## src/rtl/mult_div_unit.sv

```systemverilog
// Multicycle MULT/MULTU/DIV/DIVU unit owning the Hi/Lo registers (shift-add multiply, restoring divide).
// Optional MTHI/MTLO write ports are enabled by defining MULTDIV_MTHILO_EN.
module mult_div_unit #(
  parameter int WIDTH = 32
) (
  input  logic             Clk,
  input  logic             Reset,
  input  logic             start,
  input  logic [1:0]       op,
  input  logic [WIDTH-1:0] a_in,
  input  logic [WIDTH-1:0] b_in,
`ifdef MULTDIV_MTHILO_EN
  input  logic             hi_wr,
  input  logic             lo_wr,
  input  logic [WIDTH-1:0] wr_data,
`endif
  output logic             busy,
  output logic             done,
  output logic             div_zero,
  output logic [WIDTH-1:0] hi,
  output logic [WIDTH-1:0] lo
);

  localparam int CW = (WIDTH > 1) ? $clog2(WIDTH) : 1;

  typedef enum logic [1:0] {
    S_IDLE = 2'd0,
    S_RUN  = 2'd1,
    S_FIX  = 2'd2
  } state_t;

  state_t             r_state;
  logic               r_busy;
  logic               r_done;
  logic               r_div_zero;
  logic [WIDTH-1:0]   r_hi;
  logic [WIDTH-1:0]   r_lo;
  logic [CW-1:0]      r_cnt;
  logic               r_is_div;
  logic               r_neg_lo;
  logic               r_neg_hi;
  logic               r_nowr;
  logic [WIDTH-1:0]   r_opnd;
  logic [2*WIDTH-1:0] r_acc;

  logic               w_signed;
  logic               w_is_div;
  logic               w_a_neg;
  logic               w_b_neg;
  logic               w_b_zero;
  logic [WIDTH-1:0]   w_a_mag;
  logic [WIDTH-1:0]   w_b_mag;

  // Magnitudes are held unsigned, so -(0x80000000) = 2^31 is exact.
  assign w_signed = ~op[0];
  assign w_is_div = op[1];
  assign w_a_neg  = w_signed & a_in[WIDTH-1];
  assign w_b_neg  = w_signed & b_in[WIDTH-1];
  assign w_b_zero = (b_in == '0);
  assign w_a_mag  = w_a_neg ? -a_in : a_in;
  assign w_b_mag  = w_b_neg ? -b_in : b_in;

  logic [WIDTH-1:0]   w_mul_addend;
  logic [WIDTH:0]     w_mul_add;
  logic [2*WIDTH-1:0] w_mul_nx;

  // Multiply: r_acc = {partial product, remaining multiplier bits}.
  assign w_mul_addend = r_acc[0] ? r_opnd : '0;
  assign w_mul_add    = {1'b0, r_acc[2*WIDTH-1:WIDTH]} + {1'b0, w_mul_addend};
  assign w_mul_nx     = {w_mul_add, r_acc[WIDTH-1:1]};

  logic [WIDTH:0]     w_rem_sh;
  logic               w_ge;
  logic [WIDTH-1:0]   w_rem_nx;
  logic [2*WIDTH-1:0] w_div_nx;

  // Divide: r_acc = {partial remainder, dividend bits shifting out / quotient bits shifting in}.
  assign w_rem_sh = {r_acc[2*WIDTH-1:WIDTH], r_acc[WIDTH-1]};
  assign w_ge     = (w_rem_sh >= {1'b0, r_opnd});
  assign w_rem_nx = w_ge ? WIDTH'(w_rem_sh - {1'b0, r_opnd}) : w_rem_sh[WIDTH-1:0];
  assign w_div_nx = {w_rem_nx, r_acc[WIDTH-2:0], w_ge};

  logic [2*WIDTH-1:0] w_prod_fix;
  logic [WIDTH-1:0]   w_quo_fix;
  logic [WIDTH-1:0]   w_rem_fix;
  logic [WIDTH-1:0]   w_hi_res;
  logic [WIDTH-1:0]   w_lo_res;

  assign w_prod_fix = r_neg_lo ? -r_acc : r_acc;
  assign w_quo_fix  = r_neg_lo ? -r_acc[WIDTH-1:0] : r_acc[WIDTH-1:0];
  assign w_rem_fix  = r_neg_hi ? -r_acc[2*WIDTH-1:WIDTH] : r_acc[2*WIDTH-1:WIDTH];
  assign w_hi_res   = r_is_div ? w_rem_fix : w_prod_fix[2*WIDTH-1:WIDTH];
  assign w_lo_res   = r_is_div ? w_quo_fix : w_prod_fix[WIDTH-1:0];

  always_ff @(posedge Clk or posedge Reset) begin
    if (Reset) begin
      r_state    <= S_IDLE;
      r_busy     <= 1'b0;
      r_done     <= 1'b0;
      r_div_zero <= 1'b0;
      r_hi       <= '0;
      r_lo       <= '0;
      r_cnt      <= '0;
      r_is_div   <= 1'b0;
      r_neg_lo   <= 1'b0;
      r_neg_hi   <= 1'b0;
      r_nowr     <= 1'b0;
      r_opnd     <= '0;
      r_acc      <= '0;
    end else begin
      r_done <= 1'b0;
      case (r_state)
        S_IDLE: begin
`ifdef MULTDIV_MTHILO_EN
          // A Hi/Lo write takes priority; a coincident start is dropped.
          if (hi_wr || lo_wr) begin
            if (hi_wr) r_hi <= wr_data;
            if (lo_wr) r_lo <= wr_data;
          end else
`endif
          if (start) begin
            r_div_zero <= 1'b0;
            r_busy     <= 1'b1;
            r_is_div   <= w_is_div;
            r_neg_lo   <= w_a_neg ^ w_b_neg;
            r_neg_hi   <= w_a_neg;
            r_opnd     <= w_is_div ? w_b_mag : w_a_mag;
            r_acc      <= {{WIDTH{1'b0}}, (w_is_div ? w_a_mag : w_b_mag)};
            r_cnt      <= CW'(WIDTH - 1);
            if (w_is_div && w_b_zero) begin
              r_nowr  <= 1'b1;
              r_state <= S_FIX;
            end else begin
              r_nowr  <= 1'b0;
              r_state <= S_RUN;
            end
          end
        end
        S_RUN: begin
          r_acc <= r_is_div ? w_div_nx : w_mul_nx;
          if (r_cnt == '0) r_state <= S_FIX;
          else             r_cnt   <= r_cnt - CW'(1);
        end
        S_FIX: begin
          if (r_nowr) begin
            r_div_zero <= 1'b1;
          end else begin
            r_hi <= w_hi_res;
            r_lo <= w_lo_res;
          end
          r_done  <= 1'b1;
          r_busy  <= 1'b0;
          r_state <= S_IDLE;
        end
        default: begin
          r_busy  <= 1'b0;
          r_state <= S_IDLE;
        end
      endcase
    end
  end

  assign busy     = r_busy;
  assign done     = r_done;
  assign div_zero = r_div_zero;
  assign hi       = r_hi;
  assign lo       = r_lo;

endmodule

```

## config.mk

```make
export PLATFORM = sky130hd
export DESIGN_NAME = mult_div_unit
export DESIGN_NICKNAME = d
export VERILOG_FILES = /design/src/rtl/mult_div_unit.sv
export SDC_FILE = /design/constraint.sdc
export NUM_CORES = 1
export LEC_CHECK = 0
export ABC_AREA = 0
export BUFFER_PORTS_ARGS = -buffer_cell sky130_fd_sc_hd__buf_4
export CORE_MARGIN = 2
export CORE_UTILIZATION = 50
export CTS_BUF_LIST = sky130_fd_sc_hd__clkbuf_16
export CTS_CLUSTER_SIZE = 30
export DETAILED_ROUTE_END_ITERATION = 16
export PLACE_DENSITY = 0.76
export SLEW_MARGIN = 20
export SYNTH_ARGS = -nofsm -noshare
export SYNTH_HDL_FRONTEND = slang
export SYNTH_SLANG_ARGS = --single-unit
```

## constraint.sdc

```tcl
create_clock -name Clk -period 6.5 [get_ports Clk]
set_input_delay 0.975 -clock Clk [delete_from_list [all_inputs] [get_ports Clk]]
set_output_delay 0.975 -clock Clk [all_outputs]
set_load 0.01 [all_outputs]
```

==> metrics.yaml <==
yosys_register_bits: 174
synth_area_leaders: "dfrtp_1 30%, o21ai_0 7.0%, a21oi_1 6.3%"
die_y_um: 175.4
post_cts_buffers: 0
fin_setup_tns_ns: 0
synth_cell_types: 85
synth_warnings: 0
htree_levels: 4
antenna_cells: 0
hpwl_um: 34570
worst_setup_path_end_kind: "flop"
wirelength_um: 46260
cts_resized: 0
grtUsageTotal_pct: 30.09
final-max-slew-violation-count: 0
yosys.area.top_type_share_pct: 29.66
finalPower_w: 0.009579
routedWlPerCell_um: 19.70
gp_congestion: 0.9752
critPathBufInv: 1
peakVddDrop_uv: 279.8
fp.dieW_um: 175.4
cp.arrival_ns: 4.89
p_switching_w: 0.004909
cellPowerDensity_mw_per_mm2: 579.4
dp_slack_ns: 2.065
power_frac_seq_pct: 24.5
synth_mux_area_share_pct: 4.815
grt_pass1_vias: 13420
clock-sinks: 174
synth_area_leader_cell: "dfrtp_1"
switching_share_pct: 51.24
synth-adder-area-share_pct: 6.239
p_int_w: 0.004670
path_cells: "inv_1, nor2_1, ha_1, o21ai_0, o21ai_0, a21boi_0, o21ai_0, o21ai_0, o221ai_1, xor2_1, nor2_1, o41ai_1"
start_kind: "flop"
setup_violations: 0
syn_area_mm2: 0.01468
rows: 62
vias_per_cell: 6.073
cts_tree: "done"
leakage_nw: 7.253
cpPeakStageDelay_ns: 0.84
rsz0062_at_grt: "false"
drive_gt1_share_pct: 11.81
finalHoldViolations: 0
combPwrFrac_pct: 64.0
post-route-worst-setup-slack_ns: 1.952
cts_buffers: 17
async_flop_share_pct: 100.0
avgSynthCellArea_um2: 7.747
synth-compound-area-share_pct: 24.36
max_freq_ghz: 0.2199
clock_skew_ns: 0.01927
min_path_type: "flop to flop"
slew_headroom_pct: 24.22
crit_family: "compound AO/OA/AOI/OAI gates"
fill_cells: 2635
slowest_stage: "inv_1"
drt_first_iter_violations: 1484
clk_latency_ns: 0.46
clkPwrFrac_pct: 11.5
dr.pass1.iters: 6
critPathKind: "flop to flop"
clockBufferDepth: 2
drv_cap: 0
grt_max_degree: 128
seq_area_frac_synth_pct: 29.66
grt-ovfl-total: 0
antenna_found_initial: 0
synth-simple-area-share_pct: 19.59
syn_inst: 1895
die_area_mm2: 0.03075
initial_core_util_pct: 51.01
synth_nets: 2036
area_growth_pct: 12.61
synth_edf_count: 0
rrSetupSlack_ns: 1.95
ant_nets: 0
worst_pin_slew_ns: 1.135
grt_pass1_wl_um: 73140
io_buffers: 135
vias: 14260
design.core.area_mm2: 0.02878
root_buffer: "clkbuf_16"
path_clk_slew_ns: 0.08
synth_flop_cell: "dfrtp_1"
hold_buffers: 0
drcViolationCount: 0
ioPinCount: 136
outcome: "completed"
crit_fanout: 32
layout.nets: 2092
synth-xor-area-share_pct: 10.20
period_minus_slack_ns: 4.548
timing.final.crit_share_pct: 69.97
worst_ep_required_time_ns: 6.84
cpMostUsedCell: "o21ai_0"
synth_top_family_by_area: "compound AO/OA/AOI/OAI gates"
[registers in the layout, summed over array words and instances (netlist names), 2 cells and up]
| signal | count |
|---|---|
| r_acc | 64 |
| lo | 32 |
| r_cnt | 5 |
| r_state | 2 |
| r_opnd | 32 |
| hi | 32 |
[synthesized netlist by cell type (all sizes together) (24+ instances only)]
library cell / count
o31ai: 24
mux2i: 65
nand3: 27
nor3: 42
ha: 70
a21oi: 184
inv: 85
o21ai: 218
nand2: 241
xor2: 77
xnor2: 94
clkbuf: 97
nor2: 191
dfrtp: 174
[worst register-to-register path: cells and delay by family (launching register included)]
kind	cells	cell delay, ns
buffers and inverters	1	0.84
DFF	1	0.44
and+or+nand+nor	2	0.21
AOI/OAI and AO/OA	7	2.39
xor gates and xnor gates	1	0.18
adders and majority gates	1	0.40
[final timing paths]
path,start,to,cells after the start
setup / recovery,r_acc[0],r_acc[62],12
hold / removal,hi[31],hi[31],2
setup reg to reg,r_acc[0],r_acc[62],12
hold reg to reg,hi[31],hi[31],2
max in group asynchronous,Reset,r_is_div,3
min in group asynchronous,Reset,lo[11],2
[per-stage QoR]
| step | instance area, µm² | util (%) | instances | hold slack [ns] |
|---|---|---|---|---|
| finish | 16530 | 57.44 | 2348 | 0.4815 |
| global route | 16530 | 57.44 | 2348 | 0.4997 |
| CTS | 16510 | 57.35 | 2347 | 0.4893 |
| detailed placement | 15870 | 55.14 | 2315 | 0.4710 |
| global placement | 15870 | 55.13 | 2315 | 0.4618 |
| floorplan | 14680 | - | 1895 | 0.4498 |
[area by class of cell]
cell class | instances | area (µm²) | share of cell area (%)
Tap cell | 384 | 480.5 | 2.906
Multi-Input combinational cell | 1525 | 9612 | 58.14
Sequential cell | 174 | 4355 | 26.35
Inverter | 85 | 324.1 | 1.960
Clock inverter | 15 | 210.2 | 1.272
Clock buffer | 17 | 425.4 | 2.573
Timing Repair Buffer | 148 | 1124 | 6.797
[placed cells by master, fill, tap and decap left out, types with 12 or more instances in the layout]
cell | Yosys | layout
a31oi_1 | 13 | 13
inv_1 | 84 | 83
xnor2_1 | 94 | 94
buf_4 | 1 | 147
a21o_1 | 17 | 17
o31ai_1 | 24 | 24
xor2_1 | 77 | 77
clkbuf_16 | 0 | 17
a21oi_1 | 184 | 184
dfrtp_1 | 174 | 173
a211oi_1 | 12 | 12
nor3_1 | 38 | 38
nor2_1 | 191 | 190
nand2_1 | 241 | 241
o211ai_1 | 14 | 14
o21bai_1 | 16 | 15
o21ai_0 | 205 | 205
ha_1 | 70 | 70
nand4_1 | 17 | 17
nand2b_1 | 14 | 12
nand3_1 | 26 | 26
mux2i_1 | 65 | 65
[per-layer routing]
layer  part of all wire [%]  GRT usage (%)  vias up  wire length (µm)
met4                    3.1          10.24        0              1414
li1                       -              -     6811                 -
met1                     43          41.54     6728             20110
met5                      0              0        -                 0
met3                    8.3          5.455      107              3845
met2                     45          47.54      614             20900
[cells by family (layout without fill, tap and decap cells)]
group	after synthesis	in the layout
fa+ha+maj	72	72
compound gates	594	594
simple gates	618	618
buf+inv	196	265
flops	174	174
xor+xnor	171	171
mux	70	70
[power groups by stage]
stage / clock, W / combinational [W] / sequential, W
after global placement: 0 / 0.00594 / 0.00231
after global routing: 0.00115 / 0.00678 / 0.00240
after detailed placement: 0 / 0.00600 / 0.00233
after CTS: 0.00111 / 0.00605 / 0.00231
after floorplan: 0 / 0.00461 / 0.00202
final: 0.00110 / 0.00613 / 0.00235
(Power assumes the default switching activity.)
